--- config.mk ---
export PLATFORM = sky130hd
export DESIGN_NAME = game_sequencer_flat
export DESIGN_NICKNAME = d
export VERILOG_FILES = /design/src/rtl/game_sequencer_pkg.sv /design/src/rtl/game_sequencer_if.sv /design/src/rtl/game_sequencer_tick_divider.sv /design/src/rtl/game_sequencer.sv /design/src/flat_wrapper.sv
export SDC_FILE = /design/constraint.sdc
export NUM_CORES = 1
export LEC_CHECK = 0
export ABC_AREA = 1
export BUFFER_PORTS_ARGS = -buffer_cell sky130_fd_sc_hd__buf_2
export CORE_ASPECT_RATIO = 0.9
export CORE_UTILIZATION = 40
export CTS_BUF_LIST = sky130_fd_sc_hd__clkbuf_16
export CTS_CLUSTER_DIAMETER = 150
export CTS_CLUSTER_SIZE = 25
export DETAILED_ROUTE_END_ITERATION = 7
export GPL_ROUTABILITY_DRIVEN = 1
export PLACE_DENSITY = 0.7
export SYNTH_ARGS = -nofsm -noshare
export SYNTH_HDL_FRONTEND = slang
export SYNTH_SLANG_ARGS = --single-unit
export TNS_END_PERCENT = 5
--- constraint.sdc ---
create_clock -name clk -period 1.6 [get_ports clk]
set_input_delay 0.16 -clock clk [delete_from_list [all_inputs] [get_ports clk]]
set_output_delay 0.16 -clock clk [all_outputs]
set_load 0.005 [all_outputs]
--- src/rtl/game_sequencer_pkg.sv ---
// Shared encodings, widths and default timing constants for the game sequencer slice.
package game_pkg;

    localparam int unsigned SCORE_W  = 10;
    localparam int unsigned PERIOD_W = 28;

    typedef logic [SCORE_W-1:0]  score_t;
    typedef logic [PERIOD_W-1:0] period_t;

    localparam period_t DEF_PERIOD      = 28'd3000000;
    localparam period_t DEF_PERIOD_MIN  = 28'd750000;
    localparam period_t DEF_PERIOD_STEP = 28'd250000;

    // Externally reported state codes; PAUSE reports as ST_RUN.
    localparam logic [1:0] ST_IDLE = 2'd0;
    localparam logic [1:0] ST_LOAD = 2'd1;
    localparam logic [1:0] ST_RUN  = 2'd2;
    localparam logic [1:0] ST_OVER = 2'd3;

    localparam logic [2:0] S_IDLE  = 3'd0;
    localparam logic [2:0] S_LOAD  = 3'd1;
    localparam logic [2:0] S_RUN   = 3'd2;
    localparam logic [2:0] S_PAUSE = 3'd3;
    localparam logic [2:0] S_OVER  = 3'd4;

    // Shortened period, clamped so it never drops below the floor.
    function automatic period_t next_period(input period_t cur, input period_t step,
                                            input period_t floor_p);
        if (cur <= floor_p || (cur - floor_p) < step)
            return floor_p;
        return cur - step;
    endfunction

endpackage

--- src/rtl/game_sequencer_if.sv ---
// Button/flag inputs and status outputs exchanged between game_sequencer and its datapath.
interface game_sequencer_if;
    import game_pkg::*;

    logic       go;
    logic       stop;
    logic       jump;
    logic       collide;
    logic       load;
    logic       move;
    logic       tick;
    logic       jump_req;
    logic       paused;
    score_t     score;
    logic [1:0] state;
    period_t    period;

    modport master (
        output go, stop, jump, collide,
        input  load, move, tick, jump_req, paused, score, state, period
    );

    modport slave (
        input  go, stop, jump, collide,
        output load, move, tick, jump_req, paused, score, state, period
    );

endinterface

--- src/rtl/game_sequencer_tick_divider.sv ---
// Scroll-step countdown: reloads on game load, counts while enabled, holds otherwise.
module tick_divider
    import game_pkg::*;
#(
    parameter period_t PERIOD = DEF_PERIOD
) (
    input  logic    clk,
    input  logic    resetn,
    input  logic    en,
    input  logic    reload,
    input  period_t period,
    output logic    tick
);

    period_t r_count;

    assign tick = en && (r_count == '0);

    always_ff @(posedge clk or negedge resetn) begin
        if (!resetn)
            r_count <= PERIOD - period_t'(1);
        else if (reload)
            r_count <= PERIOD - period_t'(1);
        else if (tick)
            r_count <= period - period_t'(1);
        else if (en)
            r_count <= r_count - period_t'(1);
    end

endmodule

--- src/rtl/game_sequencer.sv ---
// Game control FSM: button edge detection, scroll timing, jump delivery and scoring.
// Optional SPEEDUP_EN: scroll period shortens every 64 ticks, floored at PERIOD_MIN.
module game_sequencer
    import game_pkg::*;
#(
    parameter period_t PERIOD      = DEF_PERIOD,
    parameter period_t PERIOD_MIN  = DEF_PERIOD_MIN,
    parameter period_t PERIOD_STEP = DEF_PERIOD_STEP
) (
    input logic             clk,
    input logic             resetn,
    game_sequencer_if.slave bus
);

    logic       r_go_d;
    logic       r_stop_d;
    logic       r_jump_d;
    logic       w_go_edge;
    logic       w_stop_edge;
    logic       w_jump_edge;
    logic [2:0] r_state;
    logic [2:0] w_state_nxt;
    logic       r_pending;
    score_t     r_score;
    period_t    w_period;
    logic       w_run;
    logic       w_load;
    logic       w_tick;

    assign w_go_edge   = bus.go   & ~r_go_d;
    assign w_stop_edge = bus.stop & ~r_stop_d;
    assign w_jump_edge = bus.jump & ~r_jump_d;

    always_ff @(posedge clk or negedge resetn) begin
        if (!resetn)
            {r_go_d, r_stop_d, r_jump_d} <= '0;
        else
            {r_go_d, r_stop_d, r_jump_d} <= {bus.go, bus.stop, bus.jump};
    end

    always_comb begin
        w_state_nxt = r_state;
        case (r_state)
            S_IDLE:  if (w_go_edge) w_state_nxt = S_LOAD;
            S_LOAD:  w_state_nxt = S_RUN;
            S_RUN: begin
                if (bus.collide)
                    w_state_nxt = S_OVER;
                else if (w_stop_edge)
                    w_state_nxt = S_PAUSE;
            end
            S_PAUSE: if (w_stop_edge || w_go_edge) w_state_nxt = S_RUN;
            S_OVER:  if (w_go_edge) w_state_nxt = S_LOAD;
            default: w_state_nxt = S_IDLE;
        endcase
    end

    always_ff @(posedge clk or negedge resetn) begin
        if (!resetn)
            r_state <= S_IDLE;
        else
            r_state <= w_state_nxt;
    end

    assign w_run  = (r_state == S_RUN);
    assign w_load = (r_state == S_LOAD);

    tick_divider #(
        .PERIOD (PERIOD)
    ) u_tick_divider (
        .clk    (clk),
        .resetn (resetn),
        .en     (w_run),
        .reload (w_load),
        .period (w_period),
        .tick   (w_tick)
    );

    // A jump edge landing on the tick itself is delivered directly, so pending only covers earlier edges.
    always_ff @(posedge clk or negedge resetn) begin
        if (!resetn) begin
            r_score   <= '0;
            r_pending <= 1'b0;
        end else if (w_load) begin
            r_score   <= '0;
            r_pending <= 1'b0;
        end else if (w_tick) begin
            if (r_score != '1)
                r_score <= r_score + score_t'(1);
            r_pending <= 1'b0;
        end else if (w_run && w_jump_edge) begin
            r_pending <= 1'b1;
        end
    end

`ifdef SPEEDUP_EN
    period_t r_period;

    always_ff @(posedge clk or negedge resetn) begin
        if (!resetn)
            r_period <= PERIOD;
        else if (w_load)
            r_period <= PERIOD;
        else if (w_tick && (r_score[5:0] == 6'h3f))
            r_period <= next_period(r_period, PERIOD_STEP, PERIOD_MIN);
    end

    assign w_period = r_period;
`else
    logic [2*PERIOD_W-1:0] w_unused_speedup_cfg;

    assign w_unused_speedup_cfg = {PERIOD_MIN, PERIOD_STEP};
    assign w_period             = PERIOD;
`endif

    always_comb begin
        bus.state = ST_IDLE;
        case (r_state)
            S_LOAD:          bus.state = ST_LOAD;
            S_RUN, S_PAUSE:  bus.state = ST_RUN;
            S_OVER:          bus.state = ST_OVER;
            default:         bus.state = ST_IDLE;
        endcase
    end

    assign bus.load     = w_load;
    assign bus.move     = w_run;
    assign bus.tick     = w_tick;
    assign bus.jump_req = w_tick & (r_pending | w_jump_edge);
    assign bus.paused   = (r_state == S_PAUSE);
    assign bus.score    = r_score;
    assign bus.period   = w_period;

endmodule

--- src/flat_wrapper.sv ---
// flat-port wrapper written by rule: the top's interface ports become plain ports
module game_sequencer_flat import game_pkg::*;
#(
    parameter period_t PERIOD      = DEF_PERIOD,
    parameter period_t PERIOD_MIN  = DEF_PERIOD_MIN,
    parameter period_t PERIOD_STEP = DEF_PERIOD_STEP
)
  (clk, resetn, bus_go, bus_stop, bus_jump, bus_collide, bus_load, bus_move, bus_tick, bus_jump_req, bus_paused, bus_score, bus_state, bus_period);
  game_sequencer_if bus_i ();
  input logic clk;
  input logic resetn;
  input wire logic [$bits(bus_i.go)-1:0] bus_go;
  input wire logic [$bits(bus_i.stop)-1:0] bus_stop;
  input wire logic [$bits(bus_i.jump)-1:0] bus_jump;
  input wire logic [$bits(bus_i.collide)-1:0] bus_collide;
  output wire logic [$bits(bus_i.load)-1:0] bus_load;
  output wire logic [$bits(bus_i.move)-1:0] bus_move;
  output wire logic [$bits(bus_i.tick)-1:0] bus_tick;
  output wire logic [$bits(bus_i.jump_req)-1:0] bus_jump_req;
  output wire logic [$bits(bus_i.paused)-1:0] bus_paused;
  output wire logic [$bits(bus_i.score)-1:0] bus_score;
  output wire logic [$bits(bus_i.state)-1:0] bus_state;
  output wire logic [$bits(bus_i.period)-1:0] bus_period;
  assign bus_i.go = bus_go;
  assign bus_i.stop = bus_stop;
  assign bus_i.jump = bus_jump;
  assign bus_i.collide = bus_collide;
  assign bus_load = bus_i.load;
  assign bus_move = bus_i.move;
  assign bus_tick = bus_i.tick;
  assign bus_jump_req = bus_i.jump_req;
  assign bus_paused = bus_i.paused;
  assign bus_score = bus_i.score;
  assign bus_state = bus_i.state;
  assign bus_period = bus_i.period;
  game_sequencer #(.PERIOD(PERIOD), .PERIOD_MIN(PERIOD_MIN), .PERIOD_STEP(PERIOD_STEP)) u_core (.clk(clk), .resetn(resetn), .bus(bus_i));
endmodule
# ---- Word-level counts from Yosys, hierarchy flattened
# Index checks and enable logic that the tools add are counted.
dict set report word_totals {
  ff_bits 45
  elab_cells 53
}
dict set report op_classes {
  n_addsub 2
  eq_ne 8
  muxes 15
  bitwise_logic 8
  n_reduce_logical 13
}
# operator n
set op_table {}
lappend op_table {{28-bit two-way mux} 3}
lappend op_table {{10-bit two-way mux} 3}
lappend op_table {{28-bit zero test} 1}
lappend op_table {{28-bit by 1-bit subtractor with 28-bit output, second input constant} 1}
lappend op_table {{3-bit two-way mux} 4}
lappend op_table {{3-bit one-hot mux with 4 select lines} 1}
lappend op_table {{10-bit by 1-bit adder with 10-bit output, second input constant} 1}
lappend op_table {{10-bit != test, second input constant} 1}
lappend op_table {{3-bit by 2-bit == test with 1-bit output, second input constant} 2}
lappend op_table {{2-bit one-hot mux with 3 select lines} 1}
lappend op_table {{3-bit nonzero test} 2}
lappend op_table {{1-bit bitwise AND} 4}
lappend op_table {{2-bit by 1-bit != test with 1-bit output, second input constant} 2}
lappend op_table {{2-bit nonzero test} 2}
lappend op_table {{2-bit OR reduction} 2}
lappend op_table {{3-bit by 1-bit == test with 1-bit output, second input constant} 1}
lappend op_table {{3-bit == test, second input constant} 1}
lappend op_table {{3-bit zero test} 1}
lappend op_table {{1-bit two-way mux} 3}
lappend op_table {{3-bit by 2-bit != test with 1-bit output, second input constant} 1}
lappend op_table {{1-bit inverter} 3}
lappend op_table {{3-bit AND reduction} 1}
lappend op_table {{1-bit logical AND} 2}
lappend op_table {{2-bit AND reduction} 1}
lappend op_table {{2 further kinds} 2}

# ---- Logic depth before layout (Yosys ltp)
# Gate-level depths: netlist of run 1.
dict set report logic_depth {
  ltp_word 6
  mapped_depth 11
  mapped_depth_nobuf 11
}

# ---- By module
# A second synthesis of run 1 with hierarchy kept.
dict set report hier_totals {
  hier_cells 617
  area_unflattened_um2 3881.2
}
# mod instances cells_each area_each_um2
set by_module_without_submodules {}
lappend by_module_without_submodules {tick_divider 1 469 2752.6}
lappend by_module_without_submodules {game_sequencer 1 148 1128.6}

# ---- Worst setup path before layout of run 1
# OpenSTA, ideal clock, no wires.
dict set report synth_timing {
  path_type {register to register}
  from {register u_core.u_tick_divider.r_count[0]}
  to {register u_core.u_tick_divider.r_count[12]}
  arrival_time_ns 1.416
  setup_slack_ns 0.066
  stages_incl_launch_ff 9
  n_path_buf 0
  path_cell_list {dfstp_2 > inv_1 > ha_1 > nand2_1 > nor2_4 > nand2_1 > nor2_2 > xor2_1 > nor2_1}
}
dict set report synth_via {
  elab_chain_cells 4
  word_cells_on_any_way 7
}
# element line
set synth_rtl {}
lappend synth_rtl {{from (decl)} game_sequencer_tick_divider.sv:15} ;# period_t r_count;
lappend synth_rtl {{from (signal assigned)} game_sequencer_tick_divider.sv:21} ;# r_count <= PERIOD - period_t'(1);
lappend synth_rtl {{from (signal assigned)} game_sequencer_tick_divider.sv:23} ;# r_count <= PERIOD - period_t'(1);
lappend synth_rtl {{from (signal assigned)} game_sequencer_tick_divider.sv:25} ;# r_count <= period - period_t'(1);
lappend synth_rtl {{28-bit by 1-bit subtractor with 28-bit output or 28-bit zero test (tied branches)} {game_sequencer_tick_divider.sv:27, game_sequencer_tick_divider.sv:17}}
lappend synth_rtl {{28-bit two-way mux or 1-bit logical AND (tied branches)} {game_sequencer_tick_divider.sv:26, game_sequencer_tick_divider.sv:17}}
lappend synth_rtl {{28-bit two-way mux} game_sequencer_tick_divider.sv:24} ;# else if (tick)
lappend synth_rtl {{28-bit two-way mux} game_sequencer_tick_divider.sv:22} ;# else if (reload)
# Several ways; a longest one is shown, not always the timed one. The select of a mux whose other input is x is not followed.
# A chain may end at the register's enable or synchronous reset.

# ---- Final worst setup path of run 1
dict set report layout_timing {
  from {register u_core.u_tick_divider.r_count[1]}
  to {output bus_jump_req}
}
dict set report layout_via {
  elab_chain_cells 3
}
# element line
set layout_rtl {}
lappend layout_rtl {{28-bit zero test} game_sequencer_tick_divider.sv:17} ;# assign tick = en && (r_count == '0);
lappend layout_rtl {{1-bit logical AND} game_sequencer_tick_divider.sv:17}
lappend layout_rtl {{1-bit bitwise AND} game_sequencer.sv:129} ;# assign bus.jump_req = w_tick & (r_pending | w_jump_edge);
lappend layout_rtl {{to (decl)} flat_wrapper.sv:19} ;# output wire logic [$bits(bus_i.jump_req)-1:0] bus_jump_req;
# Every way passes these cells.

==> impl_results.md, run 1 <==
- First-pass GRT wire length: 12600 um
- Die height: between 80 and 90 um
- Syn. warnings: 0
- Setup crit start kind: flip-flop
- DR DRC count: 1
- Vias in the first global route: 2758
- GRT Util Overall: 19.8%
- I/O pin cnt: roughly 50
- Clk pin slew, worst setup/hold paths: about 60 ps
- Commonest cells after routing, fill and taps aside: nand2_1, nor2_1, buf_4, inv_1, dfrtp_1
- Largest net degree at the start of global routing: 21
- Outcome: finished with violations
- WL final: between 7000 and 8000 um
- Total power: 4.20 mW
- DIE WIDTH: 95.0 um
- Initial antenna violation count: 0
- Post-synth top area share: about 24%
- Max H-tree Level: 2
- Avg WL per Cell: 12.8 um
- Internal power: ~2.6 mW
- Clk sinks: 45
- TritonCTS clock tree: done
- Sequential cell area fraction in the yosys report: 36.7%
- Die ar.: 8150 sq um
- Fraction of layout instances using a drive strength above 1: 31.9%
- Power Density: around 1100 nW/um^2
- Mapped Area: between 3000 and 4000 sq um
- Post-route setup slack: -146 ps
- Final hold vios: 0
- Clk Latency, worst-skew pair: 290 ps
- Max FO, Critical Path: 3
- CP Data Arrival Time: about 1600 ps
- Crit-path cells: inv_2 -> ha_4 -> nand2_1 -> nor2_1 -> nand2_1 -> nor2_2 -> nand2_4 -> nor2_4 -> buf_2
- Vias/cell: 4.86
- Critical path buffer and inverter count: 2
- Worst slack, placed: 13.2 ps
- Post-synthesis cell count: 435
- Final min period: 1750 ps
- CTS Buf Count: 5
- RSZ-0062 raised after global routing: true
- Worst vdd ir: 0.843 mV
- Number of instances in the placed design: 576
- Synth top area cells: dfrtp_1, nand2_1, dfstp_2
- Commonest non-fill, non-tap cell in the layout: nand2_1
- RePlAce Congestion: 0.863
- Mean area per synthesized cell: about 7.2 sq um
- Synth area leader: dfrtp_1
- 1st-iter DRT viols: 186
- Comb power frac: about two fifths
- Setup Viol. Count Final: 2
- Crit path required time: 1440 ps
- CTS root buffer: clkbuf_16
- Clock Tree Buf Depth: 2
- Net Sw Frac: 37.4%
- Clock power share: around 28%
- Fin. max-slew vios: 0
- DR vias: 2949
- Gr ovfl total: 0
- Core area: 7540 sq um
- Diode count: 0
- CP max stage cell: dfstp_2
- Delay-heaviest family, CP: simple AND/OR/NAND/NOR gates
- Iteration count of the initial detailed-routing pass: 7
- Crit path kind: reg -> out
- Fin nets: between 500 and 600
- Library cells used by synthesis: 35
- MaxCap Viol Count: 0
- Final worst path period share: 109%
- Crit path largest cell delay: 370 ps
- P_leak: just under 2 nW
- Violated checks: design-rule violations, negative setup slack
- Clk_skew: 9.02 ps
- Setup crit end kind: output pin
- Finished Layout Cells: between 600 and 700
- Initial Util: 41.3%
- Sequential Power Share: 32.2%
- Achievable frequency: 573 MHz
- #FFs+latches synth: 45
- Detailed placement HPWL: 5470 um
- Switch Pwr: between 1.5 and 2 mW
- Area Growth Syn to Fin: 26.0%
- FP Rows: 30
- Port Buf Inserts: 22
- CP most frequent cell: nand2_1
- Worst min path class: in -> reg
- Routed Antenna Nets: 0
- Final Hold Slack: around 19 ps
synth_stat cells (all sizes together):
cell type and instances:
nor3 2, xnor2 1, dfrtp 30, or2 1, a21oi 3, conb 2
nand2 132, nand3 36, clkbuf 1, ha 3, nand3b 4, dfstp 15
o22ai 1, o21ai 17, nand4 15, o21bai 3, o211ai 2, xor2 7
clkinv 1, a31oi 1, inv 42, nor2 83, buf 33
cells by family after synthesis:
family | Yosys count | synth area share, %
flops | 45 | 36.7
fa+ha+maj | 3 | 1.20
other cells | 2 | 0.241
xor+xnor | 8 | 2.25
compound gates | 27 | 4.82
simple gates | 273 | 41.2
buf+inv | 77 | 13.6
sequential cells by signal, summed over array words and instances, names as in the netlist:
signal and count:
u_core.u_tick_divider.r_count 28, u_core.bus.score 10, u_core.r_state 3, u_core.r_go_d 1, u_core.r_jump_d 1, u_core.r_pending 1, u_core.r_stop_d 1
power by group through the flow:
stage	clock network [mW]	logic (mW)	registers, mW
finish	1.17	1.68	1.35
global route	1.25	1.82	1.36
CTS	1.18	1.54	1.35
detailed placement	0	1.42	1.35
global placement	0	1.39	1.35
floorplan	0	0.918	1.35
worst register-to-register path: stages, from the launching register on:
cell and delay (ps):
dfstp_2 550, inv_4 40, buf_4 130, buf_4 150
nand2_1 120, nor2_1 80, nand2_2 110, nor2_4 50
xor2_1 180, nor2_1 70
cell type report:
type	count	area (sq um)
timing repair buffer	76	553
tap	96	120
clock inverter	3	38.8
inverter	43	168
fill	721	3620
sequential	45	1150
clock buffer	5	125
multi-input combinational	339	1770
metal layers:
metal | GRT usage, % | routed length, um
met5 | 0 | 0
met4 | 7.44 | 161
met3 | 3.10 | 303
met2 | 30.9 | 3570
met1 | 27.5 | 3740
what timing repair did:
item                       4_1_cts  5_1_grt
pin swaps                        9       16
hold buffers                     3        0
cloned                           0        0
resized for setup               21       33
buffers inserted                 9       11
hold endpoints to repair        11        0
setup endpoints to repair        3       40
stage by stage:
| stage | setup TNS, ps | cell area [sq um] | utilization [%] |
|---|---|---|---|
| after floorplan | 0 | 3210 | - |
| after global placement | 0 | 3430 | 45.4 |
| after CTS | -165 | 3750 | 49.7 |
| final | -216 | 3930 | 52.0 |
| after global routing | -2610 | 3930 | 52.0 |
| after detailed placement | 0 | 3430 | 45.4 |
worst paths after layout:
path,start,endpoint,slack (ps),cells after the start
min in group asynchronous,resetn,u_core.u_tick_divider.r_count[17]$_DFFE_PN0P_,350,2
max reg2reg,u_core.u_tick_divider.r_count[0]$_DFFE_PN1P_,u_core.u_tick_divider.r_count[13]$_DFFE_PN0P_,0,9
max,u_core.u_tick_divider.r_count[1]$_DFFE_PN1P_,bus_jump_req,-150,9
min,bus_jump,u_core.r_jump_d$_DFF_PN0_,20,1
max in group asynchronous,resetn,u_core.u_tick_divider.r_count[0]$_DFFE_PN1P_,600,3
min reg2reg,u_core.u_tick_divider.r_count[19]$_DFFE_PN1P_,u_core.u_tick_divider.r_count[19]$_DFFE_PN1P_,510,2
(Power assumes the default switching activity.)
==> run 2: changes to the inputs <==
--- a/config.mk
+++ b/config.mk
@@ -14,7 +14,7 @@
 export CTS_CLUSTER_SIZE = 25
 export DETAILED_ROUTE_END_ITERATION = 7
 export GPL_ROUTABILITY_DRIVEN = 1
-export PLACE_DENSITY = 0.7
+export PLACE_DENSITY = 0.68
 export SYNTH_ARGS = -nofsm -noshare
 export SYNTH_HDL_FRONTEND = slang
 export SYNTH_SLANG_ARGS = --single-unit
==> constraint.sdc (replaced) <==
create_clock -name clk -period 2 [get_ports clk]
set_input_delay 0.2 -clock clk [delete_from_list [all_inputs] [get_ports clk]]
set_output_delay 0.2 -clock clk [all_outputs]
set_load 0.005 [all_outputs]
==> run 2 against run 1 <==
  * The run now ends clean
  * Critical endpoint unchanged
  * Utilization shrank 7.0 points
  * Sequential share of layout area grew 4.5 points
  * Clock skew shrank 4.3 ps
  * Power shrank 32%
  * Clock-buffer cell count is the same
  * Die area is the same
  * Register-to-register slack gained 260 ps
  * Combinational power shrank 42%
  * Hold slack gained 14 ps
==> impl_results.md, run 2 (same netlist as run 1, synthesis figures left out) <==
- Initial Util: 41.3%
- DR vias: around 2800
- Setup crit end kind: output pin
- CTS root buffer: clkbuf_16
- CP max stage cell: dfrtp_1
- CP Data Arrival Time: 1630 ps
- Die ar.: between 8000 and 9000 sq um
- Number of instances in the placed design: 552
- RSZ-0062 raised after global routing: false
- Crit path largest cell delay: roughly 430 ps
- Fin. max-slew vios: 0
- RePlAce Congestion: 0.888
- MaxCap Viol Count: 0
- 1st-iter DRT viols: 164
- Detailed placement HPWL: roughly 5300 um
- Setup crit start kind: flip-flop
- Post-route setup slack: 172 ps
- I/O pin cnt: 51
- Worst vdd ir: 0.952 mV
- Commonest cells after routing, fill and taps aside: nand2_1, nor2_1, inv_1, dfrtp_1, conb_1
- Worst slack, placed: 238 ps
- CP most frequent cell: nor2_1
- Max H-tree Level: 2
- Clk pin slew, worst setup/hold paths: 60 ps
- Relative slew slack: between 60% and 70%
- CTS Buf Count: 5
- Clk sinks: 45
- Outcome: finished, final reports clean
- Die height: 85.7 um
- TritonCTS clock tree: done
- Core area: 7540 sq um
- Final Hold Slack: ~33 ps
- Final min period: 1830 ps
- Fraction of layout instances using a drive strength above 1: 19.1%
- Setup Viol. Count Final: 0
- Commonest non-fill, non-tap cell in the layout: nand2_1
- Clk Latency, worst-skew pair: 280 ps
- Clk_skew: ~4.7 ps
- Post-Route Setup TNS: 0 ps
- Total power: 2.86 mW
- Port Buf Inserts: 22
- Initial antenna violation count: 0
- Final worst path period share: 91.4%
- FP Rows: 30
- DR DRC count: 0
- Crit path kind: reg -> out
- Max FO, Critical Path: 5
- Fin nets: ~470
- Worst min path class: in -> reg
- P_leak: between 1.5 and 2 nW
- Max reg flops: 28
- Crit-path cells: nor2_1 -> nand2_1 -> nor2_2 -> nand2_4 -> clkinv_2 -> nand2_2 -> nor2_1 -> buf_2
- Largest net degree at the start of global routing: 23
- Achievable frequency: 547 MHz
- Gr ovfl total: 0
- WL final: 7030 um
- Vias/cell: 4.93
- Area Growth Syn to Fin: 9.04%
- Diode count: 0
- Clock Tree Buf Depth: 2
- Finished Layout Cells: about 560
- DIE WIDTH: 95.0 um
- Worst-margin pin slew: between 500 and 600 ps
- Crit path required time: 1800 ps
- GRT Util Overall: between 10% and 20%
- Routed Antenna Nets: 0
- Iteration count of the initial detailed-routing pass: 5
- Avg WL per Cell: 12.5 um
- First-pass GRT wire length: 11800 um
- Register with the most flip-flops: u_core.u_tick_divider.r_count
- Vias in the first global route: around 2500
- Final hold vios: 0
- Power Density: about 840 nW/um^2
## run 2: area by class of cell
| type | count | area (sq um) |
|---|---|---|
| flip-flops and latches | 45 | 1140 |
| inverters | 43 | 163 |
| fillers | 779 | 4150 |
| clock inverters | 3 | 13.8 |
| well taps | 96 | 120 |
| multi-input cells | 339 | 1650 |
| repair buffers | 30 | 185 |
| clock buffers | 5 | 125 |
## run 2: repair_timing
action | in CTS | in global routing
hold buffers | 1 | 0
resized for setup | 0 | 1
setup endpoints to repair | 0 | 3
setup buffers | 0 | 0
endpoints found under the hold margin | 5 | 0
## run 2: worst paths after layout
path / startpoint / endpoint / slack, ps / cells after the start
min in group asynchronous: resetn / u_core.u_tick_divider.r_count[17]$_DFFE_PN0P_ / 430 / 2
max reg2reg: u_core.u_tick_divider.r_count[23]$_DFFE_PN0P_ / u_core.bus.score[6]$_DFFE_PN0P_ / 260 / 10
max: u_core.u_tick_divider.r_count[23]$_DFFE_PN0P_ / bus_jump_req / 170 / 8
max in group asynchronous: resetn / u_core.u_tick_divider.r_count[24]$_DFFE_PN0P_ / 990 / 3
min reg2reg: u_core.u_tick_divider.r_count[14]$_DFFE_PN1P_ / u_core.u_tick_divider.r_count[14]$_DFFE_PN1P_ / 510 / 2
min: bus_stop / u_core.r_stop_d$_DFF_PN0_ / 30 / 1
## run 2: metrics by stage
stage,utilization (%),area (sq um)
global route,45.0,3400
finish,45.0,3400
CTS,45.0,3400
global placement,43.1,3250
detailed placement,43.1,3250
floorplan,-,3210
## run 2: power by group
part / internal, mW / switching [mW] / total, mW
clock network: 0.455 / 0.354 / 0.808
logic: 0.283 / 0.685 / 0.968
registers: 1.02 / 0.0713 / 1.09
total: 1.75 / 1.11 / 2.86
## run 2: worst max-delay path: cells and delay by family, from the launching register on
kind | cells | cell delay, ps
flops | 1 | 430
buf+inv | 2 | 190
simple gates | 6 | 730
## run 2: routing by layer
| metal | track usage [%] | part of all wire [%] | up-vias |
|---|---|---|---|
| met2 | 28.9 | 45 | 100 |
| met1 | 26.3 | 48 | 1277 |
| met5 | 0 | 0 | - |
| met4 | 4.96 | 1.5 | 0 |
| met3 | 3.37 | 5.7 | 16 |
| li1 | - | - | 1373 |
==> run 3: changes to the inputs <==
--- a/config.mk
+++ b/config.mk
@@ -8,6 +8,7 @@
 export ABC_AREA = 1
 export BUFFER_PORTS_ARGS = -buffer_cell sky130_fd_sc_hd__buf_2
 export CORE_ASPECT_RATIO = 0.9
+export CORE_MARGIN = 2
 export CORE_UTILIZATION = 40
 export CTS_BUF_LIST = sky130_fd_sc_hd__clkbuf_16
 export CTS_CLUSTER_DIAMETER = 150
==> run 3 against run 2 <==
  * Clock skew grew 1.7 ps
  * Flip-flop and latch count is the same
  * Sequential power is essentially flat
  * First-iteration DRC count grew 26%
  * Largest cell class unchanged
==> impl_results.md, run 3 (same netlist as run 1, synthesis figures left out) <==
- Outcome: finished, final reports clean
- Commonest cells after routing, fill and taps aside: nand2_1, nor2_1, inv_1, dfrtp_1, conb_1
- Diode count: 0
- CP max stage cell: dfrtp_1
- P_leak: 1.71 nW
- Worst slack, placed: between 200 and 300 ps
- Iteration count of the initial detailed-routing pass: 4
- Detailed placement HPWL: between 5000 and 6000 um
- RePlAce Congestion: 0.889
- DIE WIDTH: 97.0 um
- MaxCap Viol Count: 0
- Total power: a little over 3 mW
- Worst min path class: in -> reg
- DR DRC count: 0
- Register with the most flip-flops: u_core.u_tick_divider.r_count
- Post-route setup slack: about 150 ps
- Die ar.: 8510 sq um
- Area Growth Syn to Fin: 10.4%
- Delay-heaviest family, CP: simple AND/OR/NAND/NOR gates
- CTS Buf Count: 5
- Final min period: roughly 1800 ps
- Max reg flops: 28
- Crit-path cells: nor2_1 -> nand2_1 -> nor2_4 -> nand2_4 -> clkinv_2 -> nand2_2 -> nor2_1 -> buf_2
- Critical path buffer and inverter count: 2
- DR WL met3: 291 um
- Die height: about 88 um
- DR vias: 2720
- Critical path origin: u_core.u_tick_divider.r_count[8]$_DFFE_PN0P_
- Register area: 1140 sq um
- Clk pin slew, worst setup/hold paths: roughly 60 ps
- Initial antenna violation count: 0
- Final hold vios: 0
- Power Density: approximately 900 nW/um^2
- M1 WL: 3400 um
- Max FO, Critical Path: 5
- Commonest non-fill, non-tap cell in the layout: nand2_1
- Worst r2r dst: u_core.bus.score[2]$_DFFE_PN0P_
- Fill count: roughly 770
- Hold depth: 1
- Relative slew slack: 65.1%
- Largest net degree at the start of global routing: 26
- First-pass GRT wire length: 12500 um
- Clk sinks: 45
- Port Buf Inserts: 22
- Setup crit end kind: output pin
- Max H-tree Level: 2
- Critical R2R Launch: u_core.bus.score[0]$_DFFE_PN0P_
- R2R cell count: 7
- RSZ-0062 raised after global routing: false
- Worst vdd ir: 0.574 mV
- Number of post-CTS setup repair buffers: 0
- Gr ovfl total: 0
- Clk_skew: about 6.4 ps
- Fin. max-slew vios: 0
- WHS Endpoint: u_core.r_stop_d$_DFF_PN0_
- Fraction of layout instances using a drive strength above 1: between 10% and 20%
- WL final: 7130 um
- Area of the multi-input gates: 1650 sq um
- Vias in the first global route: 2665
- Post-Route Setup TNS: 0 ps
- Clock Tree Buf Depth: 2
- Worst Hold Launch: bus_stop
- GRT Util Overall: between 10% and 20%
- Core area: 7540 sq um
- Setup Viol. Count Final: 0
- Worst-margin pin slew: 523 ps
- Routed Antenna Nets: 0
- FP Rows: 30
- Vias/cell: 4.85
- DR top layer: met4
- Fin nets: between 400 and 500
- CP Data Arrival Time: approximately 1700 ps
- 1st-iter DRT viols: 207
- CTS root buffer: clkbuf_16
- DR WL met2: 3370 um
- Avg WL per Cell: 12.7 um
- Crit path largest cell delay: 420 ps
- Setup crit start kind: flip-flop
- CP most frequent cell: nor2_1
- I/O pin cnt: 51
- Crit path kind: reg -> out
- Final worst path period share: 92.3%
- Crit path required time: ~1800 ps
- Clk Latency, worst-skew pair: between 200 and 300 ps
- Flop-to-flop setup slack: 260 ps
- TritonCTS clock tree: done
- Achievable frequency: 542 MHz
- Initial Util: 41.3%
==> run 3: changes by cell type in the layout (fill, tap and decap cells not counted), sizes merged <==
cell    before  now
bufinv       0    1
clkinv       3    2
==> run 3: power breakdown <==
group	internal, mW	total (mW)	leakage [nW]	switching (mW)
sequential	1.02	1.08	0.566	0.0696
clock	0.587	0.941	0.0852	0.354
combinational	0.297	0.993	1.06	0.696
==> run 3: worst max-delay path by stage <==
stage,cells after the start,end
2_1_floorplan,8,u_core.u_tick_divider.r_count[12]$_DFFE_PN0P_
3_3_place_gp,7,u_core.bus.score[9]$_DFFE_PN0P_
3_5_place_dp,7,u_core.bus.score[2]$_DFFE_PN0P_
4_1_cts,7,bus_tick
5_1_grt,9,bus_jump_req
6_report,8,bus_jump_req
==> run 3: layout make-up <==
cell class                 instances  area share, %
timing repair buffer              30           5.75
sequential                        45           33.3
clock buffer                       5           3.64
tap                               96           3.49
inverter                          43           4.73
clock inverter                     3           1.24
multi-input combinational        339           47.9
==> run 3: metrics by stage <==
stage          util [%]  hold WS, ps  instances  instance area, sq um
2_1_floorplan         -        -95.6        461                  3210
3_3_place_gp       43.2          211        552                  3260
3_5_place_dp       43.2          210        552                  3260
4_1_cts            45.6         20.7        561                  3440
6_report           45.6         26.3        561                  3440
5_1_grt            45.6         22.6        561                  3440
==> run 3: metal layers <==
metal / up-vias / GRT usage [%]
met3: 7 / 2.71
met1: 1280 / 24.3
met5: - / 0
met2: 60 / 30.9
met4: 0 / 4.10
li1: 1373 / -
==> run 3: what timing repair did <==
item                                    CTS  global route
endpoints found under the hold margin    14             0
hold buffers                              1             0
gates resized for setup                   0             1
endpoints found under the setup margin    0             2
